[src/rtl/fuzzy_cut_aggregator.sv]
// Frame-level fuzzy membership aggregator: folds rule vectors beat by beat with a
// selectable cut-line merge, then defuzzifies (popcount + centroid) bit-serially.
module fuzzy_cut_aggregator #(
    parameter int unsigned WIDTH     = 10,
    parameter int unsigned MAX_BEATS = 4,
    parameter int unsigned CW        = $clog2(WIDTH + 1),
    parameter int unsigned SW        = $clog2(WIDTH * (WIDTH - 1) / 2 + 1),
    parameter int unsigned IW        = $clog2(WIDTH)
) (
    input  logic             clk,
    input  logic             rst_n,
    input  logic [1:0]       cfg_mode,
    input  logic             in_valid,
    output logic             in_ready,
    input  logic             in_last,
    input  logic [WIDTH-1:0] in_vec,
    input  logic [WIDTH-1:0] in_cut,
    output logic             out_valid,
    input  logic             out_ready,
    output logic [WIDTH-1:0] out_vec,
    output logic [CW-1:0]    out_count,
    output logic [IW-1:0]    out_centroid,
    output logic             out_empty,
    output logic             out_trunc,
    output logic             busy
);

    localparam int unsigned BW   = $clog2(MAX_BEATS + 1);
    localparam int unsigned NMAX = (WIDTH > SW) ? WIDTH : SW;
    localparam int unsigned KW   = $clog2(NMAX + 1);
    localparam logic [1:0] MODE_CUT  = 2'd1;
    localparam logic [1:0] MODE_BOTH = 2'd2;

    typedef enum logic [2:0] {
        S_IDLE,
        S_ACCUM,
        S_DEFUZZ,
        S_DIV,
        S_DONE
    } state_t;

    state_t           state_q, state_d;
    logic [WIDTH-1:0] acc_q, acc_d;
    logic [1:0]       mode_q, mode_d;
    logic [BW-1:0]    beats_q, beats_d;
    logic             trunc_q, trunc_d;
    logic [KW-1:0]    step_q, step_d;
    logic [CW-1:0]    count_q, count_d;
    logic [SW-1:0]    wsum_q, wsum_d;
    logic [CW-1:0]    rem_q, rem_d;
    logic             in_ready_q, in_ready_d;
    logic             busy_q, busy_d;
    logic             out_valid_q, out_valid_d;
    logic [WIDTH-1:0] out_vec_q, out_vec_d;
    logic [CW-1:0]    out_count_q, out_count_d;
    logic [IW-1:0]    out_centroid_q, out_centroid_d;
    logic             out_empty_q, out_empty_d;
    logic             out_trunc_q, out_trunc_d;

    logic             accept_c;
    logic [BW-1:0]    beat_next_c;
    logic             close_c;
    logic [WIDTH-1:0] acc_shift_c;
    logic             scan_bit_c;
    logic [CW:0]      rem_sh_c;
    logic             qbit_c;

    // Per-bit merge of the running accumulator a with the incoming vector b.
    function automatic logic [WIDTH-1:0] merge_vec(
        input logic [WIDTH-1:0] a,
        input logic [WIDTH-1:0] b,
        input logic [WIDTH-1:0] cut,
        input logic [1:0]       mode
    );
        logic [WIDTH-1:0] lo;
        logic [WIDTH-1:0] hi;
        logic [WIDTH-1:0] look;
        logic [WIDTH-1:0] res;
        logic [WIDTH+1:0] lo_p;
        logic [WIDTH+1:0] hi_p;
        lo   = (a < b) ? a : b;
        hi   = (a < b) ? b : a;
        lo_p = {1'b0, lo, 1'b0};
        hi_p = {1'b0, hi, 1'b0};
        look = '0;
        // Zero-padded copies make the edge bits read absent neighbours as 0.
        for (int i = 0; i < WIDTH; i++) begin
            look[i] = lo_p[i+1] | (hi_p[i+2] & hi_p[i+1] & hi_p[i] & lo_p[i]);
        end
        case (mode)
            MODE_CUT:  res = (cut & (a | b)) | (~cut & (a & b));
            MODE_BOTH: res = (cut & (a | b)) | (~cut & look);
            default:   res = a | b;
        endcase
        return res;
    endfunction

    assign accept_c    = in_valid && in_ready_q;
    assign beat_next_c = (state_q == S_IDLE) ? BW'(1) : beats_q + BW'(1);
    assign close_c     = in_last || (beat_next_c == BW'(MAX_BEATS));
    assign acc_shift_c = acc_q >> step_q;
    assign scan_bit_c  = acc_shift_c[0];

    // One restoring-division step: shift in the next dividend bit, subtract if it fits.
    always_comb begin
        rem_sh_c = {rem_q, wsum_q[SW-1]};
        qbit_c   = (rem_sh_c >= {1'b0, count_q});
    end

    // Next-state and datapath updates.
    always_comb begin
        state_d        = state_q;
        acc_d          = acc_q;
        mode_d         = mode_q;
        beats_d        = beats_q;
        trunc_d        = trunc_q;
        step_d         = step_q;
        count_d        = count_q;
        wsum_d         = wsum_q;
        rem_d          = rem_q;
        out_valid_d    = out_valid_q;
        out_vec_d      = out_vec_q;
        out_count_d    = out_count_q;
        out_centroid_d = out_centroid_q;
        out_empty_d    = out_empty_q;
        out_trunc_d    = out_trunc_q;

        case (state_q)
            S_IDLE, S_ACCUM: begin
                if (accept_c) begin
                    if (state_q == S_IDLE) begin
                        acc_d  = in_vec;
                        mode_d = cfg_mode;
                    end else begin
                        acc_d = merge_vec(acc_q, in_vec, in_cut, mode_q);
                    end
                    beats_d = beat_next_c;
                    if (close_c) begin
                        state_d = S_DEFUZZ;
                        trunc_d = !in_last;
                        step_d  = '0;
                        count_d = '0;
                        wsum_d  = '0;
                        rem_d   = '0;
                    end else begin
                        state_d = S_ACCUM;
                    end
                end
            end
            S_DEFUZZ: begin
                count_d = count_q + CW'(scan_bit_c);
                wsum_d  = wsum_q + (scan_bit_c ? SW'(step_q) : SW'(0));
                if (step_q == KW'(WIDTH - 1)) begin
                    state_d = S_DIV;
                    step_d  = '0;
                end else begin
                    step_d = step_q + KW'(1);
                end
            end
            S_DIV: begin
                if (step_q < KW'(SW)) begin
                    rem_d  = qbit_c ? CW'(rem_sh_c - {1'b0, count_q}) : CW'(rem_sh_c);
                    wsum_d = {wsum_q[SW-2:0], qbit_c};
                    step_d = step_q + KW'(1);
                end else begin
                    // wsum now holds the quotient; publish the frame result.
                    state_d        = S_DONE;
                    out_valid_d    = 1'b1;
                    out_vec_d      = acc_q;
                    out_count_d    = count_q;
                    out_centroid_d = (count_q == '0) ? IW'(0) : wsum_q[IW-1:0];
                    out_empty_d    = (count_q == '0);
                    out_trunc_d    = trunc_q;
                end
            end
            S_DONE: begin
                if (out_ready) begin
                    state_d     = S_IDLE;
                    out_valid_d = 1'b0;
                end
            end
            default: state_d = S_IDLE;
        endcase

        in_ready_d = (state_d == S_IDLE) || (state_d == S_ACCUM);
        busy_d     = (state_d != S_IDLE);
    end

    always_ff @(posedge clk) begin
        if (!rst_n) begin
            state_q        <= S_IDLE;
            acc_q          <= '0;
            mode_q         <= '0;
            beats_q        <= '0;
            trunc_q        <= 1'b0;
            step_q         <= '0;
            count_q        <= '0;
            wsum_q         <= '0;
            rem_q          <= '0;
            in_ready_q     <= 1'b0;
            busy_q         <= 1'b0;
            out_valid_q    <= 1'b0;
            out_vec_q      <= '0;
            out_count_q    <= '0;
            out_centroid_q <= '0;
            out_empty_q    <= 1'b0;
            out_trunc_q    <= 1'b0;
        end else begin
            state_q        <= state_d;
            acc_q          <= acc_d;
            mode_q         <= mode_d;
            beats_q        <= beats_d;
            trunc_q        <= trunc_d;
            step_q         <= step_d;
            count_q        <= count_d;
            wsum_q         <= wsum_d;
            rem_q          <= rem_d;
            in_ready_q     <= in_ready_d;
            busy_q         <= busy_d;
            out_valid_q    <= out_valid_d;
            out_vec_q      <= out_vec_d;
            out_count_q    <= out_count_d;
            out_centroid_q <= out_centroid_d;
            out_empty_q    <= out_empty_d;
            out_trunc_q    <= out_trunc_d;
        end
    end

    assign in_ready     = in_ready_q;
    assign busy         = busy_q;
    assign out_valid    = out_valid_q;
    assign out_vec      = out_vec_q;
    assign out_count    = out_count_q;
    assign out_centroid = out_centroid_q;
    assign out_empty    = out_empty_q;
    assign out_trunc    = out_trunc_q;

endmodule

[config.mk]
export PLATFORM = sky130hd
export DESIGN_NAME = fuzzy_cut_aggregator
export DESIGN_NICKNAME = d
export VERILOG_FILES = /design/src/rtl/fuzzy_cut_aggregator.sv
export SDC_FILE = /design/constraint.sdc
export NUM_CORES = 1
export LEC_CHECK = 0
export ABC_CLOCK_PERIOD_IN_PS = 2740
export CAP_MARGIN = 20
export CORE_UTILIZATION = 50
export CTS_CLUSTER_DIAMETER = 80
export DETAILED_ROUTE_END_ITERATION = 7
export DONT_BUFFER_PORTS = 1
export GPL_TIMING_DRIVEN = 0
export PLACE_DENSITY = 0.65
export SYNTH_ARGS = -nofsm -noshare
export SYNTH_HDL_FRONTEND = slang
export SYNTH_SLANG_ARGS = --single-unit
[constraint.sdc]
create_clock -name clk -period 2.74 [get_ports clk]
set_clock_uncertainty 0.05 [all_clocks]
set_input_delay 0.274 -clock clk [delete_from_list [all_inputs] [get_ports clk]]
set_output_delay 0.274 -clock clk [all_outputs]
set_load 0.02 [all_outputs]
* Yosys cells after proc, flatten, opt, wreduce, memory -nomap -nowiden
Cells that the tools add are included. Widths: inputs -> output; s select.
Cells by class: shifts and indexed selects 1, add/sub/neg operators 5, order comparisons 3, equal/unequal tests 14, bitwise operators 41, reductions and logical operators 21, mux-type cells 29
Operators by type and width (count):
- $and 10x10->10 | 4
- $mux 4 | 8
- $mux 10 | 3
- $or 10x10->10 | 3
- $and 1x1->1 | 24
- $pmux 10 s2 | 1
- $mux 6 | 3
- $pmux 6 s3 | 1
- $pmux 4 s2 | 2
- $mux 3 | 5
- $pmux 3 s4 | 1
- $pmux 4 s3 | 1
- $reduce_and 3->1 | 4
- $lt 10x10->1 | 1
- $ne 2x2->1 const B | 5
- $not 10->10 | 1
- $shr 10x4->1 | 1
- $or 1x1->1 | 8
- $reduce_and 4->1 | 2
- $add 6x4->6 | 1
- $eq 3x1->1 const B | 2
- $eq 3x2->1 const B | 2
- $eq 3x3->1 const B | 2
- $logic_not 3->1 | 2
- other kinds (21) | 27
Storage, ports and cells: output and inout bits 23, flip-flop bits (word level) 60, logic and storage cells 131, bits of input ports 27

* Longest topological paths before layout
Gate-level depths: netlist of the first run.
word-level depth 10, gate-level depth with buffers 13

* Worst setup path before layout of the first run
No wires, ideal clock.
path kind register to register, start point register step_q[0], end point register wsum_q[4], arrival 2.857 ns, cell stages (with the launch flop) 14, path slack -0.293 ns, required time 2.564 ns, library setup time 0.126 ns, buffers on the path 1, path through dfxtp_1 > buf_2 > mux4_2 > mux2i_1 > nor2_1 > or2_2 > and2_1 > ha_1 > fa_1 > a21o_1 > a21oi_1 > nor3_1 > a21oi_1 > o32ai_1
On the way: word-level cells in the longest chain between the ends 4, elaborated cells between the ends (all ways) 7, those cells by class 1 x add/sub; 1 x order compare; 1 x eq/ne; 1 x shift; 2 x mux; 1 x reduce/logical
Ends and longest elaborated chain:
- from (decl) | line 47 | logic [KW-1:0] step_q, step_d;
- from (signal assigned) | line 214 | step_q <= step_d;
- $shr 10x4->1 | line 101 | assign acc_shift_c = acc_q >> step_q;
- $mux 4 | line 152 | wsum_d = wsum_q + (scan_bit_c ? SW'(step_q) : SW'(0));
- $add 6x4->6 | line 152
- $pmux 6 s3 | line 128 | case (state_q)
- to (signal assigned) | line 216 | wsum_q <= wsum_d;
- to (decl) | line 49 | logic [SW-1:0] wsum_q, wsum_d;
Parallel ways exist; a longest one is shown, timed or not. A chain may end at the register's enable or synchronous reset.

* Worst setup path in the final report of the first run
Same ends and word-level chain as after synthesis.

==> results of run 1 <==
==> how the worst min path moves through the flow <==
stage	slack, ps	to	from
2_1_floorplan	340	trunc_q$_SDFFE_PN0P_	in_last
3_3_place_gp	350	trunc_q$_SDFFE_PN0P_	in_last
3_5_place_dp	350	trunc_q$_SDFFE_PN0P_	in_last
4_1_cts	4	mode_q[1]$_SDFFE_PN0P_	cfg_mode[1]
5_1_grt	0.09	mode_q[1]$_SDFFE_PN0P_	cfg_mode[1]
6_report	10	mode_q[1]$_SDFFE_PN0P_	cfg_mode[1]
==> kinds of logic after synthesis <==
| family | Yosys count | share of synthesized area |
|---|---|---|
| and+or+nand+nor | 171 | 0.196 |
| AOI/OAI and AO/OA | 156 | 0.260 |
| buffers and inverters | 63 | 0.0625 |
| DFF | 60 | 0.293 |
| adders and majority gates | 43 | 0.135 |
| muxes | 14 | 0.0402 |
| xor gates and xnor gates | 7 | 0.0149 |
==> power by group through the flow <==
stage / sequential (mW) / combinational [mW] / clock, mW
2_1_floorplan: 0.932 / 0.221 / 0
3_3_place_gp: 0.944 / 0.293 / 0
3_5_place_dp: 0.945 / 0.297 / 0
4_1_cts: 0.926 / 0.307 / 0.993
5_1_grt: 0.929 / 0.348 / 1.03
6_report: 0.927 / 0.315 / 0.989
==> state kept, by name (all words and copies together) (netlist names), named ones only <==
register	count
out_vec	10
acc_q	9
wsum_q	6
count_q	4
out_centroid	4
out_count	4
rem_q	4
step_q	4
beats_q	3
state_q	3
mode_q	2
busy	1
in_ready	1
out_empty	1
out_trunc	1
out_valid	1
trunc_q	1
==> cells in the mapped netlist, types with 5 or more instances <==
master and count:
a21o_1 6, a21oi_1 51, a221oi_1 5, and3_1 5, buf_2 7, clkbuf_1 19
dfxtp_1 60, ha_1 41, inv_1 33, mux2i_1 12, nand2_1 65, nand2b_1 8
nand3_1 16, nand4_1 5, nor2_1 37, nor2b_1 6, nor3_1 9, o211ai_1 8
o21ai_0 23, o22ai_1 8, o31ai_1 7, xnor2_1 6
==> critical path, delay by kind of cell (launching register included) <==
family,cells,cell delay (ps)
multiplexers,2,710
flip-flops,1,340
adder cells (fa/ha/maj),2,510
AND/OR/NAND/NOR,4,480
AO/OA/AOI/OAI,4,550
buffers and inverters,1,120
==> final cells by class <==
type                       instances  area, µm²
tap                              102        128
multi-input combinational        391       2710
inverter                          34        128
clock buffer                      11        131
sequential                        60       1210
fill                             767       3240
buffer                            28        133
clock inverter                     5        100
timing repair buffer               9       72.6
==> layer usage <==
| layer | track usage | vias to the layer above | part of all wire |
|---|---|---|---|
| li1 | - | 1908 | - |
| met1 | 0.344 | 1895 | 0.42 |
| met2 | 0.526 | 134 | 0.50 |
| met3 | 0.0739 | 17 | 0.063 |
| met4 | 0.109 | 0 | 0.017 |
| met5 | 0 | - | 0 |
==> timing repair <==
item | CTS | global route
endpoints found under the hold margin | 2 | 0
gates resized for setup | 6 | 7
endpoints found under the setup margin | 5 | 6
setup buffers | 6 | 1
hold buffers | 2 | 0
pin swaps | 7 | 2
==> through the flow <==
| step | power, mW | setup slack (ps) | setup TNS (ps) | instances | util |
|---|---|---|---|---|---|
| 2_1_floorplan | 1.15 | -45.9 | -53.0 | 514 | - |
| 3_3_place_gp | 1.24 | -325 | -957 | 616 | 0.544 |
| 3_5_place_dp | 1.24 | -344 | -1070 | 616 | 0.544 |
| 4_1_cts | 2.23 | -144 | -210 | 639 | 0.583 |
| 5_1_grt | 2.31 | -278 | -824 | 640 | 0.587 |
| 6_report | 2.23 | -130 | -257 | 640 | 0.587 |
==> layout by cell type, fill, tap and decap left out, drive strengths merged, types with 7 or more instances in the layout <==
cell,instances
inv,34
ha,41
nand2b,8
o211ai,8
nor2,37
a21oi,51
o31ai,7
a221oi,8
mux2i,12
o21ai,24
clkbuf,29
nor3,9
o22ai,8
dfxtp,60
nand3,16
buf,17
nand2,65
==> results.json, run 1 <==
{
  "yosysWarnings": 0,
  "final_layout_size_suffix_gt1_frac": 0.112,
  "vias": 3954,
  "grt_overflow": 0,
  "yosysUniqueCellTypes": 62,
  "syn_nets": 584,
  "synthCells": 514,
  "hold_viol": 0,
  "cts_tree": "done",
  "netlist_top_cells_area": "dfxtp_1, ha_1, a21oi_1",
  "ys_async_sr_fraction": 0,
  "worstSetupEndpointType": "flop",
  "rsz0062_at_grt": "true",
  "core_um2": 7850,
  "gp_congestion": 0.907,
  "reg2reg_slack_ps": -130,
  "path_cells": "buf_6 > mux4_2 > mux2i_4 > nor2_2 > or2_4 > and2_4 > ha_4 > fa_2 > a21o_1 > a21oi_2 > nor3_2 > a21oi_1 > o32ai_1",
  "holdWs_ps": 13.5,
  "path_max_fanout": 4,
  "slew_viol_final": 0,
  "ys_ff_latch": 60,
  "endpoint": "wsum_q[4]$_SDFFE_PN0P_",
  "clk_latency_ps": 350,
  "period_share": 1.05,
  "cts_made_buffers": 9,
  "violations": "setup timing",
  "clkPwrFrac": 0.443,
  "grt_max_degree": 11,
  "p_leak_nw": 1.74,
  "layout.nets": 603,
  "ctsLongestPathBuffers": 2,
  "initialDrtViolationCount": 175,
  "timing.slew.headroom": 0.501,
  "grt_pass1_vias": 4021,
  "track_usage": 0.297,
  "row_count": 32,
  "min_period_ps": 2870,
  "routed_wl_um": 12100,
  "cts_root_buf": "clkbuf_8",
  "cts.sinks": 60,
  "start_kind": "flop",
  "max_freq_mhz": 348,
  "slowest_stage": "mux4_2",
  "vias_per_cell": 6.18,
  "power_per_cell_area_nw_per_um2": 484,
  "arrival_ps": 3060,
  "drt-pass1-iter-count": 5,
  "synth_edf_count": 0,
  "hold_class": "in -> reg",
  "antenna_cells": 0,
  "status": "finished, violations left",
  "finalInstanceArea_um2": 4610,
  "synth_top_flop_cell": "dfxtp_1",
  "worstMarginPinSlew_ps": 747,
  "p_switching_mw": 0.621,
  "yosysTopAreaCellShare": 0.293,
  "antenna_left": 0,
  "yosysTopAreaCell": "dfxtp_1",
  "critPathLaunch": "step_q[0]$_SDFFE_PN0P_",
  "die_area_um2": 8580,
  "num_io_pins": 50,
  "area_growth_pct": 12.2,
  "setup_viol": 2,
  "h-tree-depth": 3,
  "die_w_um": 92.6,
  "hpwl_um": 8610,
  "min_path_cells": 2,
  "die_y_um": 92.6,
  "syn_area_um2": 4110,
  "p_sw_frac": 0.279,
  "r2r-end": "wsum_q[4]$_SDFFE_PN0P_",
  "critPathKind": "reg -> reg",
  "port_buffers": 0,
  "crit_path_max_incr_delay_ps": 530,
  "r2r-start": "step_q[0]$_SDFFE_PN0P_",
  "power_frac_comb": 0.141,
  "sequentialPowerShare": 0.416,
  "maxCapViolations": 0,
  "synth_seq_area_share": 0.293,
  "setup_ws_ps": -130,
  "placed_cell_area_um2": 4270,
  "start_util": 0.523,
  "path_clk_slew_ps": 70,
  "wl_per_cell_um": 18.9,
  "cp.required_ps": 2930,
  "peakVddDrop_mv": 0.287,
  "ff2ff_path_depth": 13,
  "antenna_found_initial": 0,
  "drc": 0,
  "grt_first_pass_wirelength_um": 19700,
  "intPower_mw": 1.61,
  "syn_area_per_cell_um2": 7.99
}
No activity file was read; power rests on OpenSTA's default activity.
==> inputs of run 2 (changes only) <==
- ABC_CLOCK_PERIOD_IN_PS: 2740 -> 3100
- PLACE_DENSITY: 0.65 -> 0.62
- clock period: 2.74 -> 3.1 ns (I/O delays scaled with it)
==> results.json, run 2 (synthesis gave the netlist of run 1 again) <==
{
  "antenna_found_initial": 0,
  "port_buffers": 0,
  "min_period_ps": 2980,
  "area_growth_pct": 10.6,
  "status": "finished clean",
  "vias": 3908,
  "p_total_mw": 1.91,
  "arrival_ps": 3170,
  "cts_tree": "done",
  "timing.slew.headroom": 0.492,
  "h-tree-depth": 3,
  "grt_pass1_vias": 3779,
  "num_io_pins": 50,
  "worstSetupEndpointType": "flop",
  "fin_util": 0.579,
  "initialDrtViolationCount": 191,
  "period_share": 0.963,
  "path_max_fanout": 3,
  "min_from": "in_last",
  "hold_class": "in -> reg",
  "holdWs_ps": 26.0,
  "hold_viol": 0,
  "r2r-start": "step_q[0]$_SDFFE_PN0P_",
  "ctsLongestPathBuffers": 2,
  "peakVddDrop_mv": 0.174,
  "routed_wl_um": 12000,
  "post-place-ws_ps": -302,
  "cts_root_buf": "clkbuf_8",
  "final_cell_mix": "nand2_1, dfxtp_1, a21oi_1, ha_1, nor2_1",
  "die_y_um": 92.6,
  "wl_per_cell_um": 18.8,
  "die_w_um": 92.6,
  "finalInstanceArea_um2": 4540,
  "cts_made_buffers": 9,
  "cp.required_ps": 3290,
  "maxCapViolations": 0,
  "max_freq_mhz": 335,
  "cts.sinks": 60,
  "worstMarginPinSlew_ps": 753,
  "antenna_left": 0,
  "fin_tns_setup_ps": 0,
  "power_per_cell_area_nw_per_um2": 421,
  "start_kind": "flop",
  "grt_overflow": 0,
  "largest_reg_flops": 10,
  "start_util": 0.523,
  "drc": 0,
  "final_cell_count_no_fill": 637,
  "grt_max_degree": 13,
  "antenna_cells": 0,
  "gp_congestion": 0.869,
  "final_common_cell": "nand2_1",
  "setup_viol": 0,
  "slew_viol_final": 0,
  "clk_latency_ps": 350,
  "drt-pass1-iter-count": 5,
  "hpwl_um": 8630,
  "min_path_cells": 1,
  "ff2ff_path_depth": 12,
  "cts_hold_buf": 0,
  "setup_ws_ps": 115,
  "r2r-end": "wsum_q[5]$_SDFFE_PN0P_",
  "layout.nets": 600,
  "grt_first_pass_wirelength_um": 19300,
  "placed_cell_area_um2": 4230,
  "row_count": 32,
  "path_clk_slew_ps": 80,
  "final_layout_size_suffix_gt1_frac": 0.103,
  "vias_per_cell": 6.14,
  "die_area_um2": 8580,
  "track_usage": 0.291,
  "reg2reg_slack_ps": 120,
  "dpl.cell_count": 616,
  "core_um2": 7850,
  "min_to": "trunc_q$_SDFFE_PN0P_",
  "p_leak_nw": 1.71,
  "critPathKind": "reg -> reg"
}
-- run 2: critical path: stages, from the launching register on --
cell and delay (ps):
dfxtp_2 340, buf_6 110, mux4_2 520, mux2i_2 210, nor2_1 100, or2_4 240, and2_4 170, ha_4 160
a21o_1 170, a21o_1 220, a211oi_1 250, o22ai_1 120, a32o_1 230
-- run 2: cell type report --
class	instances	area, µm²
Buffer	28	133
Clock buffer	9	124
Clock inverter	7	98.8
Fill cell	763	3310
Inverter	34	128
Multi-Input combinational cell	391	2680
Sequential cell	60	1200
Tap cell	102	128
Timing Repair Buffer	6	45.0
-- run 2: worst max path at each step --
stage,from,end,slack (ps),cells past startpoint
global route,step_q[0]$_SDFFE_PN0P_,wsum_q[2]$_SDFFE_PN0P_,-20,13
floorplan,step_q[0]$_SDFFE_PN0P_,wsum_q[4]$_SDFFE_PN0P_,70,13
CTS,step_q[0]$_SDFFE_PN0P_,wsum_q[4]$_SDFFE_PN0P_,40,13
detailed placement,step_q[0]$_SDFFE_PN0P_,wsum_q[4]$_SDFFE_PN0P_,-300,13
global placement,step_q[0]$_SDFFE_PN0P_,wsum_q[4]$_SDFFE_PN0P_,-270,13
finish,step_q[0]$_SDFFE_PN0P_,wsum_q[5]$_SDFFE_PN0P_,120,12
-- run 2: power by group --
group / internal [mW] / switching, mW
registers: 0.787 / 0.0312
clock network: 0.458 / 0.365
logic: 0.0993 / 0.173
-- run 2: per-layer routing --
| layer | share of wire | GRT usage | up-vias |
|---|---|---|---|
| met5 | 0 | 0 | - |
| li1 | - | - | 1895 |
| met3 | 0.055 | 0.0509 | 17 |
| met2 | 0.50 | 0.510 | 132 |
| met1 | 0.43 | 0.358 | 1864 |
| met4 | 0.020 | 0.0987 | 0 |
-- run 2: what timing repair did --
item / CTS / global route
resized for setup: 10 / 4
buffers inserted: 4 / 2
pin swaps: 1 / 5
endpoints found under the setup margin: 4 / 3
